<file path="src/rtl/snake_direction_scheduler.sv">
// snake_direction_scheduler
//   Converts debounced push-button levels into a FIFO of snake heading
//   changes. One queued change is applied to the heading per game tick.
//   Simultaneous presses are arbitrated round-robin. Presses on the same
//   axis as the reference heading (repeat or 180-degree reversal) are
//   silently rejected.
// Ports
//   i_Clk          system clock
//   i_Rst_n        asynchronous active-low reset
//   i_Buttons[3:0] debounced levels: [0] up, [1] down, [2] left, [3] right
//   i_Enable       game running; low flushes the queue and ignores input
//   i_Restart      1-cycle new-game strobe (highest priority)
//   i_Tick         1-cycle game-step strobe
//   o_Dir          current heading (00 up, 01 down, 10 left, 11 right)
//   o_Dir_Update   1-cycle pulse when o_Dir changed
//   o_Count        FIFO occupancy
//   o_Overflow     1-cycle pulse when an accepted press hit a full FIFO
module snake_direction_scheduler #(
  parameter int         c_QUEUE_DEPTH = 4,
  parameter logic [1:0] c_INIT_DIR    = 2'b11
) (
  input  logic                             i_Clk,
  input  logic                             i_Rst_n,
  input  logic [3:0]                       i_Buttons,
  input  logic                             i_Enable,
  input  logic                             i_Restart,
  input  logic                             i_Tick,
  output logic [1:0]                       o_Dir,
  output logic                             o_Dir_Update,
  output logic [$clog2(c_QUEUE_DEPTH):0]   o_Count,
  output logic                             o_Overflow
);

  localparam int c_PW = $clog2(c_QUEUE_DEPTH);
  localparam int c_CW = c_PW + 1;

  logic [3:0]      r_Prev;
  logic [1:0]      r_Rr_Ptr;
  logic [1:0]      r_Dir;
  logic            r_Dir_Update;
  logic            r_Overflow;
  logic [c_CW-1:0] r_Count;
  logic [c_PW-1:0] r_Wr_Ptr;
  logic [c_PW-1:0] r_Rd_Ptr;
  logic [1:0]      r_Mem [c_QUEUE_DEPTH];

  logic [3:0]      w_Press;
  logic            w_Grant_Valid;
  logic [1:0]      w_Grant;
  logic [c_PW-1:0] w_Tail_Ptr;
  logic [1:0]      w_Ref;
  logic            w_Live;
  logic            w_Accept;
  logic            w_Full;
  logic            w_Push;
  logic            w_Pop;

  assign w_Press = i_Buttons & ~r_Prev;

  // Search starts at the RR pointer and wraps 3 -> 0; first hit wins.
  always_comb begin
    logic [1:0] v_idx;
    v_idx         = '0;
    w_Grant_Valid = 1'b0;
    w_Grant       = '0;
    for (int i = 0; i < 4; i++) begin
      v_idx = r_Rr_Ptr + 2'(i);
      if (!w_Grant_Valid && w_Press[v_idx]) begin
        w_Grant_Valid = 1'b1;
        w_Grant       = v_idx;
      end
    end
  end

  // Reference is the newest queued heading, or the live heading when empty.
  // Same-axis directions differ only in bit 0, so one compare covers both
  // the repeat and the reversal case.
  assign w_Tail_Ptr = r_Wr_Ptr - c_PW'(1);
  assign w_Ref      = (r_Count != '0) ? r_Mem[w_Tail_Ptr] : r_Dir;
  assign w_Live     = i_Enable & ~i_Restart;
  assign w_Accept   = w_Live & w_Grant_Valid & (w_Grant[1] != w_Ref[1]);
  assign w_Full     = (r_Count == c_CW'(c_QUEUE_DEPTH));
  assign w_Push     = w_Accept & ~w_Full;
  assign w_Pop      = w_Live & i_Tick & (r_Count != '0);

  always_ff @(posedge i_Clk or negedge i_Rst_n) begin
    if (!i_Rst_n) begin
      r_Prev       <= 4'b1111;
      r_Rr_Ptr     <= '0;
      r_Dir        <= c_INIT_DIR;
      r_Dir_Update <= 1'b0;
      r_Overflow   <= 1'b0;
      r_Count      <= '0;
      r_Wr_Ptr     <= '0;
      r_Rd_Ptr     <= '0;
      for (int i = 0; i < c_QUEUE_DEPTH; i++) r_Mem[i] <= '0;
    end else begin
      r_Prev       <= i_Buttons;
      r_Dir_Update <= 1'b0;
      r_Overflow   <= w_Accept & w_Full;
      if (i_Restart) begin
        r_Dir        <= c_INIT_DIR;
        r_Dir_Update <= (r_Dir != c_INIT_DIR);
        r_Rr_Ptr     <= '0;
        r_Count      <= '0;
        r_Wr_Ptr     <= '0;
        r_Rd_Ptr     <= '0;
      end else if (!i_Enable) begin
        r_Count  <= '0;
        r_Wr_Ptr <= '0;
        r_Rd_Ptr <= '0;
      end else begin
        if (w_Grant_Valid) r_Rr_Ptr <= w_Grant + 2'd1;
        if (w_Push) begin
          r_Mem[r_Wr_Ptr] <= w_Grant;
          r_Wr_Ptr        <= r_Wr_Ptr + c_PW'(1);
        end
        if (w_Pop) begin
          r_Dir        <= r_Mem[r_Rd_Ptr];
          r_Dir_Update <= 1'b1;
          r_Rd_Ptr     <= r_Rd_Ptr + c_PW'(1);
        end
        case ({w_Push, w_Pop})
          2'b10:   r_Count <= r_Count + c_CW'(1);
          2'b01:   r_Count <= r_Count - c_CW'(1);
          default: r_Count <= r_Count;
        endcase
      end
    end
  end

  assign o_Dir        = r_Dir;
  assign o_Dir_Update = r_Dir_Update;
  assign o_Count      = r_Count;
  assign o_Overflow   = r_Overflow;

endmodule

</file>
<file path="config.mk">
export PLATFORM = sky130hd
export DESIGN_NAME = snake_direction_scheduler
export DESIGN_NICKNAME = d
export VERILOG_FILES = /design/src/rtl/snake_direction_scheduler.sv
export SDC_FILE = /design/constraint.sdc
export NUM_CORES = 1
export LEC_CHECK = 0
export ABC_AREA = 1
export CAP_MARGIN = 20
export CORE_MARGIN = 2
export CORE_UTILIZATION = 27
export CTS_CLUSTER_DIAMETER = 150
export DETAILED_ROUTE_END_ITERATION = 7
export MAX_ROUTING_LAYER = met4
export PLACE_DENSITY = 0.54
export REMOVE_ABC_BUFFERS = 1
export SETUP_SLACK_MARGIN = 0.1
export SLEW_MARGIN = 20
export SYNTH_ARGS = -nofsm -noshare
export SYNTH_HDL_FRONTEND = slang
export SYNTH_SLANG_ARGS = --single-unit
</file>
<file path="constraint.sdc">
create_clock -name i_Clk -period 7.05 [get_ports i_Clk]
set_input_delay 1.0575 -clock i_Clk [delete_from_list [all_inputs] [get_ports i_Clk]]
set_output_delay 1.0575 -clock i_Clk [all_outputs]
set_load 0.03 [all_outputs]
</file>
==> flow_summary_export.csv <==
group,metric,value,unit
clock_network,post_cts_resized,0,
critical_path,cpMostUsedCell,"nand3_2",
synthesis,syn-cell-area,0.00162,mm^2
timing,relSlewSlack,55.0,%
critical_path,critPathMaxStageDelay,0.53,ns
route,wl_per_cell,12.3,um
clock_network,cts_sinks,25,
synthesis,async_reset_ff_share,100,%
timing,fmaxAchievable,0.292,GHz
critical_path,cp_cell_sequence,"clkdlybuf4s50_1, nand3_2, nand3_1, nand2_1, nand4_2, nand3_4, a21oi_4, nand3_2, ha_1, fa_1, xor2_1, a21oi_1",
layout,syn2layout_area_growth,17.6,%
placement,gp_congestion,0.799,
route,vias,1316,
timing,setup_violations,0,
outcome,status,"finished clean",
clock_network,cts_setup_buffers,0,
power,power.density,334,mW/mm^2
global_routing,grt_pass1_vias,1303,
synthesis,ys_seq_area_share,39.1,%
critical_path,cp_max_fo,8,
route,drc_errors,0,
synthesis,avgSynthCellArea,8.34,um^2
floorplan,fp.dieW,81.4,um
floorplan,initial_utilization,27.7,%
placement,place_inst,283,
power,p_total,0.635,mW
global_routing,grt_pass1_wl,6.03,mm
route,drt_iter0_drc,101,
critical_path,slowest_stage,"clkdlybuf4s50_1",
clock_network,clockBufferDepth,2,
clock_network,path_clk_slew,0.10,ns
timing,finalMaxSlewViolations,0,
layout,drive_gt1_share,17.9,%
route,routed_via_density,4.59,
synthesis,synth-edff-count,0,
critical_path,critPathKind,"in2reg",
synthesis,ys_seq_elements,25,
placement,placed_cell_area,0.00185,mm^2
layout,antenna_cells,0,
timing,hold_violations,0,
global_routing,grt_start_max_net_pins,26,
critical_path,required,7.25,ns
global_routing,antenna_found_initial,0,
timing,clock_skew,0.00766,ns
placement,portBuffers,15,
global_routing,grtUsageTotal,12.0,%
layout,fin_util,32.5,%
clock_network,cts_hold_buf,0,
floorplan,dieArea,0.00663,mm^2
critical_path,critPathArrivalTime,3.62,ns
synthesis,synth_cell_types,32,
timing,whs,0.482,ns
hold_path,hold_path.class,"reg2reg",
global_routing,grt_overflow,0,
synthesis,syn-instance-count,194,
synthesis,synth_common_cells,"nand2_1 (44), nand3_1 (22), dfrtp_1 (19), inv_1 (19), nor2_1 (12)",
clock_network,cts-root-buf,"clkbuf_8",
route,ant_nets,0,
clock_network,cts_made_buffers,3,
synthesis,ys_warn_count,0,
timing,period_minus_slack,3.42,ns
clock_network,clk-insertion-delay-late,0.27,ns
synthesis,synth-main-ff-cell,"dfrtp_1",
synthesis,yosysMostFrequentCell,"nand2_1",
floorplan,io_pins,16,
synthesis,synth_top_area_share,29.4,%
timing,tns,0,ns
floorplan,fp.coreArea,0.00585,mm^2
job,drv_cap,0,
layout,layout.nets,228,
power,p_leak,0.891,nW
floorplan,die_h,81.4,um
placement,pre_cts_ws,3.36,ns
route,first_pass_iters,4,
clock_network,cts_tree,"built",
layout,final_area,0.00190,mm^2
timing,tightest_slew,0.672,ns
layout,final_cell_count_no_fill,287,
timing,fin_crit_sh,48.6,%
placement,hpwl,2.74,mm
timing,worst_slack,3.63,ns
power,peakVddDrop,95.0,uV
synthesis,synth_area_leaders,"dfrtp_1 (29%), nand2_1 (10%), dfstp_2 (9.7%)",
floorplan,fp-row-count,28,
clock_network,cts.htree.levels,1,
critical_path,start_kind,"input pin",
critical_path,end_kind,"register",
route,wl,3.54,mm
synthesis,yosysTopAreaCell,"dfrtp_1",
timing,grt_setup_unrepaired,"no",
## cells by family (layout without fill, tap and decap cells)
group / after synthesis / after routing / synth area share (%)
AO/OA/AOI/OAI: 31 / 31 / 11.8
XOR/XNOR: 2 / 2 / 1.08
adder cells (fa/ha/maj): 6 / 6 / 5.10
buffers and inverters: 25 / 43 / 6.65
flip-flops: 25 / 25 / 39.1
AND/OR/NAND/NOR: 105 / 105 / 36.3
## sequential cells by signal (all words and copies together), names as in the netlist
register	count
r_Mem	8
r_Prev	4
o_Count	3
o_Dir	2
r_Rd_Ptr	2
r_Rr_Ptr	2
r_Wr_Ptr	2
o_Dir_Update	1
o_Overflow	1
## power by group
part	leakage (nW)	internal, mW	switching (mW)	total [mW]
Sequential	0.321	0.175	0.0389	0.214
Clock	0.0217	0.0401	0.0512	0.0914
Combinational	0.549	0.117	0.212	0.329
Total	0.891	0.332	0.302	0.635
## layout by cell type (no fill, tap or decap), types with 2 or more instances in the layout
master	count
a21oi_1	10
nand2_2	6
nand3_1	22
nand2_1	44
nand4_1	4
nand3_2	8
nand4_2	2
o21ai_1	2
inv_1	19
o22ai_1	3
a21oi_4	2
nand3_4	2
inv_2	3
dfrtp_1	19
nor2_1	12
clkdlybuf4s50_1	15
dfstp_2	6
clkbuf_8	3
a21o_1	2
ha_1	5
o21ai_0	10
## metal layers
layer  track usage [%]  share of wire (%)  vias up
met5                 -                  0        -
met1              16.3                 51      605
li1                  -                  -      685
met4              3.05               0.74        0
met3              2.56                3.9        4
met2              18.3                 44       22
## path summary, 6_finish.rpt
check	endpoint	slack, ns	depth (start not counted)	from
hold reg to reg	o_Dir[0]	0.48	2	o_Dir[0]
setup / recovery	o_Count[2]	3.63	12	i_Buttons[3]
max in group asynchronous	r_Prev[2]	5.61	2	i_Rst_n
setup reg to reg	o_Count[2]	4.16	14	r_Wr_Ptr[0]
hold / removal	o_Dir[0]	0.48	2	o_Dir[0]
min in group asynchronous	o_Dir_Update	1.14	2	i_Rst_n
## worst max-delay path, delay by kind of cell
family          cells  cell delay (ns)
buf+inv             1             0.53
simple gates        6             0.82
fa+ha+maj           2             0.67
compound gates      2             0.37
xor+xnor            1             0.17
## cell type report
class / instances / area (um^2)
clock buffer: 3 / 41.3
clock inverter: 1 / 7.51
fill: 607 / 3950
inverter: 23 / 91.3
multi-input combinational: 144 / 877
sequential: 25 / 633
tap: 75 / 93.8
timing repair buffer: 16 / 158
(Power assumes the default switching activity.)
